## src/rtl/floating_pkg.sv

```systemverilog
// floating_pkg: binary32 format constants, FSM state type and helpers
// shared by the sequential multiplier core and its shift-add engine.
package floating_pkg;

  localparam int unsigned SIGN_W    = 1;
  localparam int unsigned EXP_W     = 8;
  localparam int unsigned MANT_W    = 23;
  localparam int unsigned SIG_W     = MANT_W + 1;
  localparam int unsigned PROD_W    = 2 * SIG_W;
  localparam int unsigned EXPI_W    = 10;
  localparam int unsigned MUL_ITERS = 24;
  localparam int unsigned RSH_SAT   = 26;
  localparam int unsigned BIAS      = 127;

  localparam logic [31:0]      QNAN    = 32'h7FC0_0000;
  localparam logic [31:0]      POS_INF = 32'h7F80_0000;
  localparam logic [EXP_W-1:0] EXP_MAX = '1;

  typedef enum logic [2:0] {
    IDLE,
    LOAD,
    MUL,
    NORM,
    ROUND,
    DONE
  } state_t;

  typedef struct packed {
    logic [SIGN_W-1:0] sign;
    logic [EXP_W-1:0]  exp;
    logic [MANT_W-1:0] mant;
  } fp32_t;

  // Leading-zero count of a raw product (PROD_W when all zero).
  function automatic logic [5:0] lzc_prod(input logic [PROD_W-1:0] v);
    logic [5:0] n;
    n = 6'(PROD_W);
    for (int unsigned i = 0; i < PROD_W; i++) begin
      if (v[i]) n = 6'(PROD_W - 1 - i);
    end
    return n;
  endfunction

endpackage

```

## src/rtl/floating_seq_mul.sv

```systemverilog
// floating_seq_mul: 24x24 iterative shift-add significand multiplier.
// One partial product per clock; o_done is high during the final iteration
// so the product is complete on o_prod right after that edge.
module floating_seq_mul
  import floating_pkg::*;
(
  input  logic              i_clk,
  input  logic              i_rst,
  input  logic              i_clr,
  input  logic              i_start,
  input  logic [SIG_W-1:0]  i_a,
  input  logic [SIG_W-1:0]  i_b,
  output logic              o_done,
  output logic [PROD_W-1:0] o_prod
);

  localparam logic [4:0] LAST = 5'(MUL_ITERS - 1);

  logic [PROD_W-1:0] r_acc;
  logic [PROD_W-1:0] r_mcand;
  logic [SIG_W-1:0]  r_mplier;
  logic [4:0]        r_cnt;
  logic              r_busy;

  // Shift-add iteration: add shifted multiplicand when the current multiplier bit is set.
  always_ff @(posedge i_clk or posedge i_rst) begin
    if (i_rst) begin
      r_acc    <= '0;
      r_mcand  <= '0;
      r_mplier <= '0;
      r_cnt    <= '0;
      r_busy   <= 1'b0;
    end else if (i_clr) begin
      r_cnt    <= '0;
      r_busy   <= 1'b0;
    end else if (i_start) begin
      r_acc    <= '0;
      r_mcand  <= {{SIG_W{1'b0}}, i_a};
      r_mplier <= i_b;
      r_cnt    <= '0;
      r_busy   <= 1'b1;
    end else if (r_busy) begin
      if (r_mplier[0]) r_acc <= r_acc + r_mcand;
      r_mcand  <= r_mcand << 1;
      r_mplier <= r_mplier >> 1;
      r_cnt    <= r_cnt + 5'd1;
      if (r_cnt == LAST) r_busy <= 1'b0;
    end
  end

  assign o_done = r_busy && (r_cnt == LAST);
  assign o_prod = r_acc;

endmodule

```

## src/rtl/floating.sv

```systemverilog
// floating: sequential IEEE-754 binary32 multiplier (round to nearest even).
// Build option FLOATING_SUBNORMAL_EN: when defined, subnormal inputs and
// outputs use gradual underflow; when undefined, subnormal inputs act as
// signed zero and results below 2^-126 after rounding flush to signed zero.
module floating
  import floating_pkg::*;
(
  input  logic        i_clk,
  input  logic        i_rst,
  input  logic        i_load,
  input  logic [31:0] i_a,
  input  logic [31:0] i_b,
  output logic [31:0] o_res
);

  state_t r_state;
  state_t w_next;

  logic [31:0]              r_a;
  logic [31:0]              r_b;
  logic [31:0]              r_pack;
  logic [31:0]              r_res;
  logic                     r_sign;
  logic signed [EXPI_W-1:0] r_exp;
  logic [SIG_W-1:0]         r_sig;
  logic                     r_g;
  logic                     r_r;
  logic                     r_s;

  // unpack / special-case signals
  fp32_t                    w_fa;
  fp32_t                    w_fb;
  logic                     w_a_zero, w_b_zero, w_a_inf, w_b_inf, w_a_nan, w_b_nan;
  logic                     w_sign;
  logic                     w_special;
  logic [31:0]              w_special_res;
  logic [SIG_W-1:0]         w_sig_a;
  logic [SIG_W-1:0]         w_sig_b;
  logic signed [EXPI_W-1:0] w_exp_a;
  logic signed [EXPI_W-1:0] w_exp_b;
  logic signed [EXPI_W-1:0] w_exp_sum;

  // multiplier interface
  logic                     w_start;
  logic                     w_done;
  logic [PROD_W-1:0]        w_prod;

  // normalise signals
  logic [5:0]               w_lz;
  logic [PROD_W-1:0]        w_lm;
  logic signed [EXPI_W-1:0] w_en;
  logic signed [EXPI_W-1:0] w_d;
  logic [4:0]               w_rsh;
  logic [PROD_W-1:0]        w_nm;
  logic [RSH_SAT-1:0]       w_out;
  logic signed [EXPI_W-1:0] w_nexp;

  // round signals
  logic                     w_up;
  logic [SIG_W:0]           w_sum;
  logic signed [EXPI_W-1:0] w_fexp;
  logic [MANT_W-1:0]        w_frac;
  logic [31:0]              w_rnd;

  assign w_fa  = r_a;
  assign w_fb  = r_b;
  assign o_res = r_res;

  floating_seq_mul u_mul (
    .i_clk   (i_clk),
    .i_rst   (i_rst),
    .i_clr   (i_load),
    .i_start (w_start),
    .i_a     (w_sig_a),
    .i_b     (w_sig_b),
    .o_done  (w_done),
    .o_prod  (w_prod)
  );

  // Unpack captured operands and classify special cases by priority.
  always_comb begin
    w_a_nan = (w_fa.exp == EXP_MAX) && (w_fa.mant != '0);
    w_b_nan = (w_fb.exp == EXP_MAX) && (w_fb.mant != '0);
    w_a_inf = (w_fa.exp == EXP_MAX) && (w_fa.mant == '0);
    w_b_inf = (w_fb.exp == EXP_MAX) && (w_fb.mant == '0);
`ifdef FLOATING_SUBNORMAL_EN
    w_a_zero = (w_fa.exp == '0) && (w_fa.mant == '0);
    w_b_zero = (w_fb.exp == '0) && (w_fb.mant == '0);
`else
    w_a_zero = (w_fa.exp == '0);
    w_b_zero = (w_fb.exp == '0);
`endif
    w_sign    = w_fa.sign[0] ^ w_fb.sign[0];
    w_sig_a   = {(w_fa.exp != '0), w_fa.mant};
    w_sig_b   = {(w_fb.exp != '0), w_fb.mant};
    w_exp_a   = (w_fa.exp == '0) ? 10'sd1 : $signed({2'b00, w_fa.exp});
    w_exp_b   = (w_fb.exp == '0) ? 10'sd1 : $signed({2'b00, w_fb.exp});
    w_exp_sum = w_exp_a + w_exp_b - $signed(10'(BIAS));

    w_special     = 1'b1;
    w_special_res = QNAN;
    if (w_a_nan || w_b_nan || (w_a_inf && w_b_zero) || (w_b_inf && w_a_zero)) begin
      w_special_res = QNAN;
    end else if (w_a_inf || w_b_inf) begin
      w_special_res = {w_sign, EXP_MAX, {MANT_W{1'b0}}};
    end else if (w_a_zero || w_b_zero) begin
      w_special_res = {w_sign, 31'b0};
    end else begin
      w_special = 1'b0;
    end
  end

  // Normalise: left-justify the product, then right-shift into the
  // subnormal range with sticky collection when the exponent is <= 0.
  // Left-justifying first makes the bit-47 increment and the subnormal-input
  // renormalisation one formula: exp + 1 - lz.
  always_comb begin
    w_lz   = lzc_prod(w_prod);
    w_lm   = w_prod << w_lz;
    w_en   = r_exp + 10'sd1 - $signed({4'b0000, w_lz});
    w_d    = 10'sd1 - w_en;
    w_rsh  = '0;
    w_nexp = w_en;
    if (w_en <= 10'sd0) begin
      w_rsh  = (w_d > $signed(10'(RSH_SAT))) ? 5'(RSH_SAT) : w_d[4:0];
      w_nexp = 10'sd0;
    end
    {w_nm, w_out} = {w_lm, {RSH_SAT{1'b0}}} >> w_rsh;
  end

  // Round to nearest even and pack, handling carry-out, subnormal promotion,
  // overflow to Inf and (optionally) flush of sub-2^-126 results.
  always_comb begin
    w_up  = r_g & (r_r | r_s | r_sig[0]);
    w_sum = {1'b0, r_sig} + {{SIG_W{1'b0}}, w_up};
    if (r_exp == 10'sd0) begin
      w_fexp = $signed({9'b0, w_sum[SIG_W-1]});
      w_frac = w_sum[MANT_W-1:0];
    end else if (w_sum[SIG_W]) begin
      w_fexp = r_exp + 10'sd1;
      w_frac = w_sum[MANT_W:1];
    end else begin
      w_fexp = r_exp;
      w_frac = w_sum[MANT_W-1:0];
    end

    if (w_fexp >= 10'sd255) begin
      w_rnd = {r_sign, EXP_MAX, {MANT_W{1'b0}}};
`ifndef FLOATING_SUBNORMAL_EN
    end else if (w_fexp == 10'sd0) begin
      w_rnd = {r_sign, 31'b0};
`endif
    end else begin
      w_rnd = {r_sign, w_fexp[EXP_W-1:0], w_frac};
    end
  end

  // FSM state register.
  always_ff @(posedge i_clk or posedge i_rst) begin
    if (i_rst) r_state <= IDLE;
    else       r_state <= w_next;
  end

  // Next-state logic; a load level restarts from any state.
  always_comb begin
    w_next  = r_state;
    w_start = 1'b0;
    if (i_load) begin
      w_next = LOAD;
    end else begin
      case (r_state)
        LOAD: begin
          if (w_special) begin
            w_next = DONE;
          end else begin
            w_next  = MUL;
            w_start = 1'b1;
          end
        end
        MUL:     if (w_done) w_next = NORM;
        NORM:    w_next = ROUND;
        ROUND:   w_next = DONE;
        DONE:    w_next = IDLE;
        default: w_next = IDLE;
      endcase
    end
  end

  // Datapath registers: capture, per-stage results and the held output.
  always_ff @(posedge i_clk or posedge i_rst) begin
    if (i_rst) begin
      r_a    <= '0;
      r_b    <= '0;
      r_pack <= '0;
      r_res  <= '0;
      r_sign <= 1'b0;
      r_exp  <= '0;
      r_sig  <= '0;
      r_g    <= 1'b0;
      r_r    <= 1'b0;
      r_s    <= 1'b0;
    end else if (i_load) begin
      r_a   <= i_a;
      r_b   <= i_b;
      r_res <= '0;
    end else begin
      case (r_state)
        LOAD: begin
          r_sign <= w_sign;
          r_exp  <= w_exp_sum;
          if (w_special) r_pack <= w_special_res;
        end
        NORM: begin
          r_sig <= w_nm[PROD_W-1 -: SIG_W];
          r_g   <= w_nm[PROD_W-SIG_W-1];
          r_r   <= w_nm[PROD_W-SIG_W-2];
          r_s   <= (|w_nm[PROD_W-SIG_W-3:0]) | (|w_out);
          r_exp <= w_nexp;
        end
        ROUND:   r_pack <= w_rnd;
        DONE:    r_res  <= r_pack;
        default: ;
      endcase
    end
  end

endmodule

```

## config.mk

```make
export PLATFORM = sky130hd
export DESIGN_NAME = floating
export DESIGN_NICKNAME = d
export VERILOG_FILES = /design/src/rtl/floating_pkg.sv /design/src/rtl/floating_seq_mul.sv /design/src/rtl/floating.sv
export SDC_FILE = /design/constraint.sdc
export NUM_CORES = 1
export LEC_CHECK = 0
export BUFFER_PORTS_ARGS = -buffer_cell sky130_fd_sc_hd__buf_2
export CELL_PAD_IN_SITES_DETAIL_PLACEMENT = 0
export CELL_PAD_IN_SITES_GLOBAL_PLACEMENT = 2
export CORE_MARGIN = 5
export CORE_UTILIZATION = 43
export DETAILED_ROUTE_END_ITERATION = 8
export GPL_ROUTABILITY_DRIVEN = 0
export PLACE_DENSITY_LB_ADDON = 0.1
export SLEW_MARGIN = 20
export SYNTH_ARGS = -nofsm -noshare
export SYNTH_HDL_FRONTEND = slang
export SYNTH_SLANG_ARGS = --single-unit
```

## constraint.sdc

```tcl
create_clock -name i_clk -period 15.74 [get_ports i_clk]
set_input_delay 0.787 -clock i_clk [delete_from_list [all_inputs] [get_ports i_clk]]
set_output_delay 0.787 -clock i_clk [all_outputs]
set_load 0.05 [all_outputs]
```

### Yosys cells after proc, flatten, opt, wreduce, memory -nomap -nowiden

Index checks and enable logic that the tools add are counted.

* add/sub/neg operators: 8
* order comparisons: 3
* eq/ne operators: 10
* shift operators: 2
* muxes and demuxes: 91
* bitwise operators: 6
* reductions and logical operators: 36

Operator list (number)
* $mux W6: 47
* $mux W48: 5
* $mux W32: 6
* $shr A74 B5 Y74: 1
* $pmux W32 S2: 1
* $mux W31: 2
* $add A48 B48 Y48: 1
* $mux W24: 2
* $shl A48 B6 Y48: 1
* $logic_not A23 Y1: 2
* $mux W23: 2
* $reduce_bool A23 Y1: 2
* $mux W10: 3
* $mux W5: 6
* $reduce_or A26 Y1: 1
* $add A24 B1 Y25: 1
* $reduce_or A22 Y1: 1
* $logic_not A10 Y1: 2
* $pmux W10 S2: 1
* $eq A8 B8 Y1 const B: 2
* $logic_not A8 Y1: 2
* $mux W8: 2
* $reduce_bool A8 Y1: 2
* $pmux W3 S4: 1
* 27 further kinds: 60

* bits in registers: 295
* bits of input ports: 67
* output and inout bits: 32
* logic and storage cells: 172

### Logic depth before layout (Yosys ltp)

* depth after elaboration: 56
* gate-level depth with buffers: 33

### Modules after synthesis

Synthesis repeated with hierarchy kept, for this count alone.

* cell total of the unflattened synthesis: 3058
* area total of the unflattened synthesis: 24820.1 um2

By module, submodules not included
* floating: times used 1, cells each 2161, area each 16863.7 um2, seq. area each 4229.1 um2
* floating_seq_mul: times used 1, cells each 897, area each 7956.4 um2, seq. area each 3153.0 um2

### Least setup slack after synthesis

Ideal clock, no wire load.

* path kind: register -> register
* start: register u_mul.r_acc[44] (netlist: u_mul.o_prod[44])
* end: register r_s
* setup time: 0.133 ns
* data arrival time: 6.011 ns
* required time: 15.607 ns
* path slack: 9.596 ns
* cell stages (with the launch flop): 28
* period minus slack after synthesis: 6.144 ns
* path through: dfrtp_1 -> buf_6 -> or4_1 -> buf_2 -> nor2_2 -> o211a_1 -> buf_2 -> inv_1 -> buf_2 -> clkbuf_1 -> clkbuf_1 -> ha_1 -> nand3_1 -> nor2_1 -> o311ai_0 -> o311ai_0 -> nand4b_1 -> o311ai_1 -> and2_1 -> buf_4 -> buf_6 -> mux2_4 -> a2111oi_2 -> o2111ai_1 -> a21oi_1 -> o2111ai_1 -> nor4_1 -> a21oi_1

* cells in the longest elaborated chain, start to end: 12
* elaborated cells between the ends (all ways): 15
* those cells by class: add/sub: 2; order compare: 2; shift: 2; mux: 6; bitwise: 1; reduce/logical: 2

RTL lines
* start, declared: RTL line floating_seq_mul.sv:19 `logic [PROD_W-1:0] r_acc;`
* start signal, assigned: RTL line floating_seq_mul.sv:43 `if (r_mplier[0]) r_acc <= r_acc + r_mcand;`
* $mux W6 (4 in series): RTL line floating_pkg.sv:39 `if (v[i]) n = 6'(PROD_W - 1 - i);`
* $sub A10 B7 Y10: RTL line floating.sv:120 `w_en = r_exp + 10'sd1 - $signed({4'b0000, w_lz});`
* $sub A2 B10 Y10: RTL line floating.sv:121 `w_d = 10'sd1 - w_en;`
* $gt A10 B6 Y1: RTL line floating.sv:125 `w_rsh = (w_d > $signed(10'(RSH_SAT))) ? 5'(RSH_SAT) : w_d[4:0];`
* $mux W5: RTL line floating.sv:125
* $mux W5: RTL line floating.sv:124 `if (w_en <= 10'sd0) begin`
* $shr A74 B5 Y74 *: RTL line floating.sv:128 `{w_nm, w_out} = {w_lm, {RSH_SAT{1'b0}}} >> w_rsh;`
* $reduce_or A26 Y1 or $reduce_or A22 Y1 (tied branches): RTL line floating.sv:217 `r_s <= (|w_nm[PROD_W-SIG_W-3:0]) | (|w_out);`
* $or A1 B1 Y1 *: RTL line floating.sv:217
* end signal, assigned: RTL line floating.sv:217
* end, declared: RTL line floating.sv:28 `logic r_s;`

Every way passes the cells marked *; elsewhere a longest branch is shown, timed or not.
A chain may end at the register's enable or synchronous reset.

### Worst setup path after layout

Same ends and word-level chain as after synthesis.

==> flow_metrics.env <==
export IMPL_grt_max_degree=117
export IMPL_yosysUniqueCellTypes=116
export IMPL_hold_buffers=0
export IMPL_grt_overflow_total=0
export IMPL_ys_top_cells_by_count="dfrtp_1 (295), nand2_1 (252), nor2_1 (183), o21ai_0 (176), a21oi_1 (151)"
export IMPL_cts_resized_gates=0
export IMPL_synth_most_common_cell="dfrtp_1"
export IMPL_cts_setup_buffers=0
export IMPL_cp_end_kind="flop"
export IMPL_rows=83
export IMPL_wire_per_inst_um=23.8
export IMPL_required_ns=16.23
export IMPL_cts_root_buffer="clkbuf_16"
export IMPL_grtUsageTotal_pct=26.4
export IMPL_die_h_um=239
export IMPL_ios=99
export IMPL_syn_inst=2578
export IMPL_grt_pass1_wl_mm=122
export IMPL_drtPass1Iterations=8
export IMPL_viasPerCell=6.51
export IMPL_post_route_period_util_pct=51.0
export IMPL_synth_area_mm2=0.0225
export IMPL_criticalPathCategory="reg -> reg"
export IMPL_layout_nets=2699
export IMPL_relSlewSlack_pct=29.4
export IMPL_initial_core_util_pct=43.6
export IMPL_grt_setup_unrepaired="false"
export IMPL_synthTopCellsByArea="dfrtp_1 (33%), nand2_1 (4.2%), ha_1 (4.1%)"
export IMPL_min_period_ns=8.02
export IMPL_die_w_um=239
export IMPL_max_cap_violations=0
export IMPL_drive_above_1_share_pct=13.7
export IMPL_antenna_left=0
export IMPL_die_area_mm2=0.0569
export IMPL_worstPathArrival_ns=8.51
export IMPL_yosysTopAreaCell="dfrtp_1"
export IMPL_first_iter_violations=2092
export IMPL_worstMarginPinSlew_ns=1.05
export IMPL_cts_path_max_buffers=3
export IMPL_synth_edf_count=0
export IMPL_syn_to_final_growth_pct=8.45
export IMPL_synth_top_cell_area_share_pct=32.8
export IMPL_synth_nets=2722
export IMPL_num_antenna_cells=0
export IMPL_outcome="complete, no violations"
export IMPL_cp_max_fo=58
export IMPL_yosys_warnings=0
export IMPL_cts_tree="built"
export IMPL_min_path_type="in -> async"
export IMPL_fin_ws_ns=7.72
export IMPL_clk_pin_slew_worst_paths_ns=0.06
export IMPL_wirelength_mm=77.5
export IMPL_coreArea_mm2=0.0515
export IMPL_ys_flop_type="dfrtp_1"
export IMPL_max_freq_mhz=125
export IMPL_numCtsBuffers=35
export IMPL_hold_viol_final=0
export IMPL_setup_viol=0
export IMPL_port_buffers=98
export IMPL_async_flop_share_pct=100
export IMPL_r2r_start="u_mul.o_prod[44]"
export IMPL_drc=0
export IMPL_clk_latency_ns=0.57
export IMPL_fin_skew_ns=0.0253
export IMPL_syn_mean_instance_area_um2=8.72
export IMPL_fillCellCount=5061
export IMPL_htreeDepth=2
export IMPL_fin_tns_setup_ns=0
export IMPL_detailed_place_hpwl_mm=58.0
export IMPL_clock_sinks=295
export IMPL_grt_pass1_vias=20300
export IMPL_dr_total_vias=21200
export IMPL_critPathLaunchType="flop"
export IMPL_pre_cts_ws_ns=8.03
export IMPL_antenna_found_initial=0
export IMPL_slew_violations=0
export IMPL_crit_start="u_mul.o_prod[44]"
export IMPL_ys_seq_area_share_pct=32.8
export IMPL_ys_ff_latch=295
## final timing paths
kind / slack, ns / to / depth (start not counted)
worst min register to register: 0.48 / u_mul.r_mplier[9] / 2
worst min-delay path: 0.36 / o_res[0] / 2
worst max-delay path: 7.72 / r_s / 25
max in group asynchronous: 13.18 / u_mul.o_prod[4] / 4
min in group i_clk: 0.45 / r_a[30] / 3
worst max register to register: 7.72 / r_s / 25
## layout by cell type, fill, tap and decap left out, drive strengths merged, types with 10 or more instances in the layout
master,Yosys,routed
o21a,19,19
a211oi,37,37
buf,77,122
and2,14,14
clkbuf,105,45
a211o,13,13
a21o,22,22
inv,47,48
o22ai,25,25
o211ai,87,87
o221ai,13,13
xnor2,47,47
xor2,37,37
or4,19,19
a22o,105,105
or3,20,20
a22oi,16,16
o31ai,32,32
nor4,43,43
nand3,91,91
nand2,255,255
ha,74,74
or2,14,14
a221oi,17,17
o311ai,12,12
nor2b,20,20
mux2i,84,84
dfrtp,295,295
nor3,74,74
o21bai,10,10
nor2,187,187
o21ai,183,183
a31oi,23,23
nand4,39,39
o2111ai,19,19
a21oi,156,156
mux2,79,79
and3,25,25
a32o,10,10
nand2b,22,22
## sequential cells by signal, summed over array words and instances, names as in the netlist, 3 cells and up
| name | cells |
|---|---|
| r_b | 32 |
| u_mul.r_mplier | 24 |
| r_pack | 32 |
| r_sig | 24 |
| r_a | 32 |
| r_state | 3 |
| r_exp | 10 |
| u_mul.r_cnt | 5 |
| o_res | 32 |
| u_mul.r_mcand | 48 |
| u_mul.o_prod | 48 |
## layer usage
| metal | global-route usage (%) | wire (um) |
|---|---|---|
| met1 | 37.4 | 34900 |
| met4 | 8.07 | 2580 |
| met3 | 5.62 | 5720 |
| met2 | 40.7 | 34300 |
| met5 | 0 | 0 |
## area by class of cell
cell class                      count  area (um2)  area share [%]
Multi-Input combinational cell   2053       14000            57.6
Sequential cell                   295        7380            30.3
Clock buffer                       45         993            4.08
Tap cell                          680         851            3.49
Timing Repair Buffer              122         673            2.76
Clock inverter                     14         240           0.986
Inverter                           48         189           0.775
## critical path: stages (launching register included)
cell	delay [ns]
dfrtp_1	0.56
and2b_1	0.24
o21bai_1	0.32
and2_1	0.38
o31a_4	0.36
o21ai_2	0.09
inv_1	0.44
ha_1	0.26
inv_1	0.05
fa_1	0.42
a21oi_1	0.15
nor2_1	0.09
o311ai_0	0.66
a221oi_2	0.20
and3_1	0.26
a311o_2	0.43
nand2_2	0.06
buf_4	0.49
nor3_1	0.14
a31oi_1	0.75
mux2i_1	0.32
a21oi_1	0.56
a221oi_1	0.27
nand2_1	0.15
nor4_1	0.05
a21oi_1	0.15
## logic make-up after synthesis
group           share of synthesized area (%)
compound gates                           28.0
simple gates                             18.9
flops                                    32.8
buf+inv                                  4.84
mux                                      7.75
xor+xnor                                 3.27
fa+ha+maj                                4.39
## through the flow
step	cells	hold slack (ns)	cell area (um2)	util [%]
6_report	3257	0.357	24400	47.3
5_1_grt	3257	0.404	24400	47.3
4_1_cts	3257	0.381	24400	47.3
3_5_place_dp	3198	0.469	23100	44.9
3_3_place_gp	3198	0.462	23100	44.9
2_1_floorplan	2578	0.446	22500	-
Power is left out: the tool's default activity adds up to more than one toggle a clock period on the data nets, which glitch-free logic cannot reach.
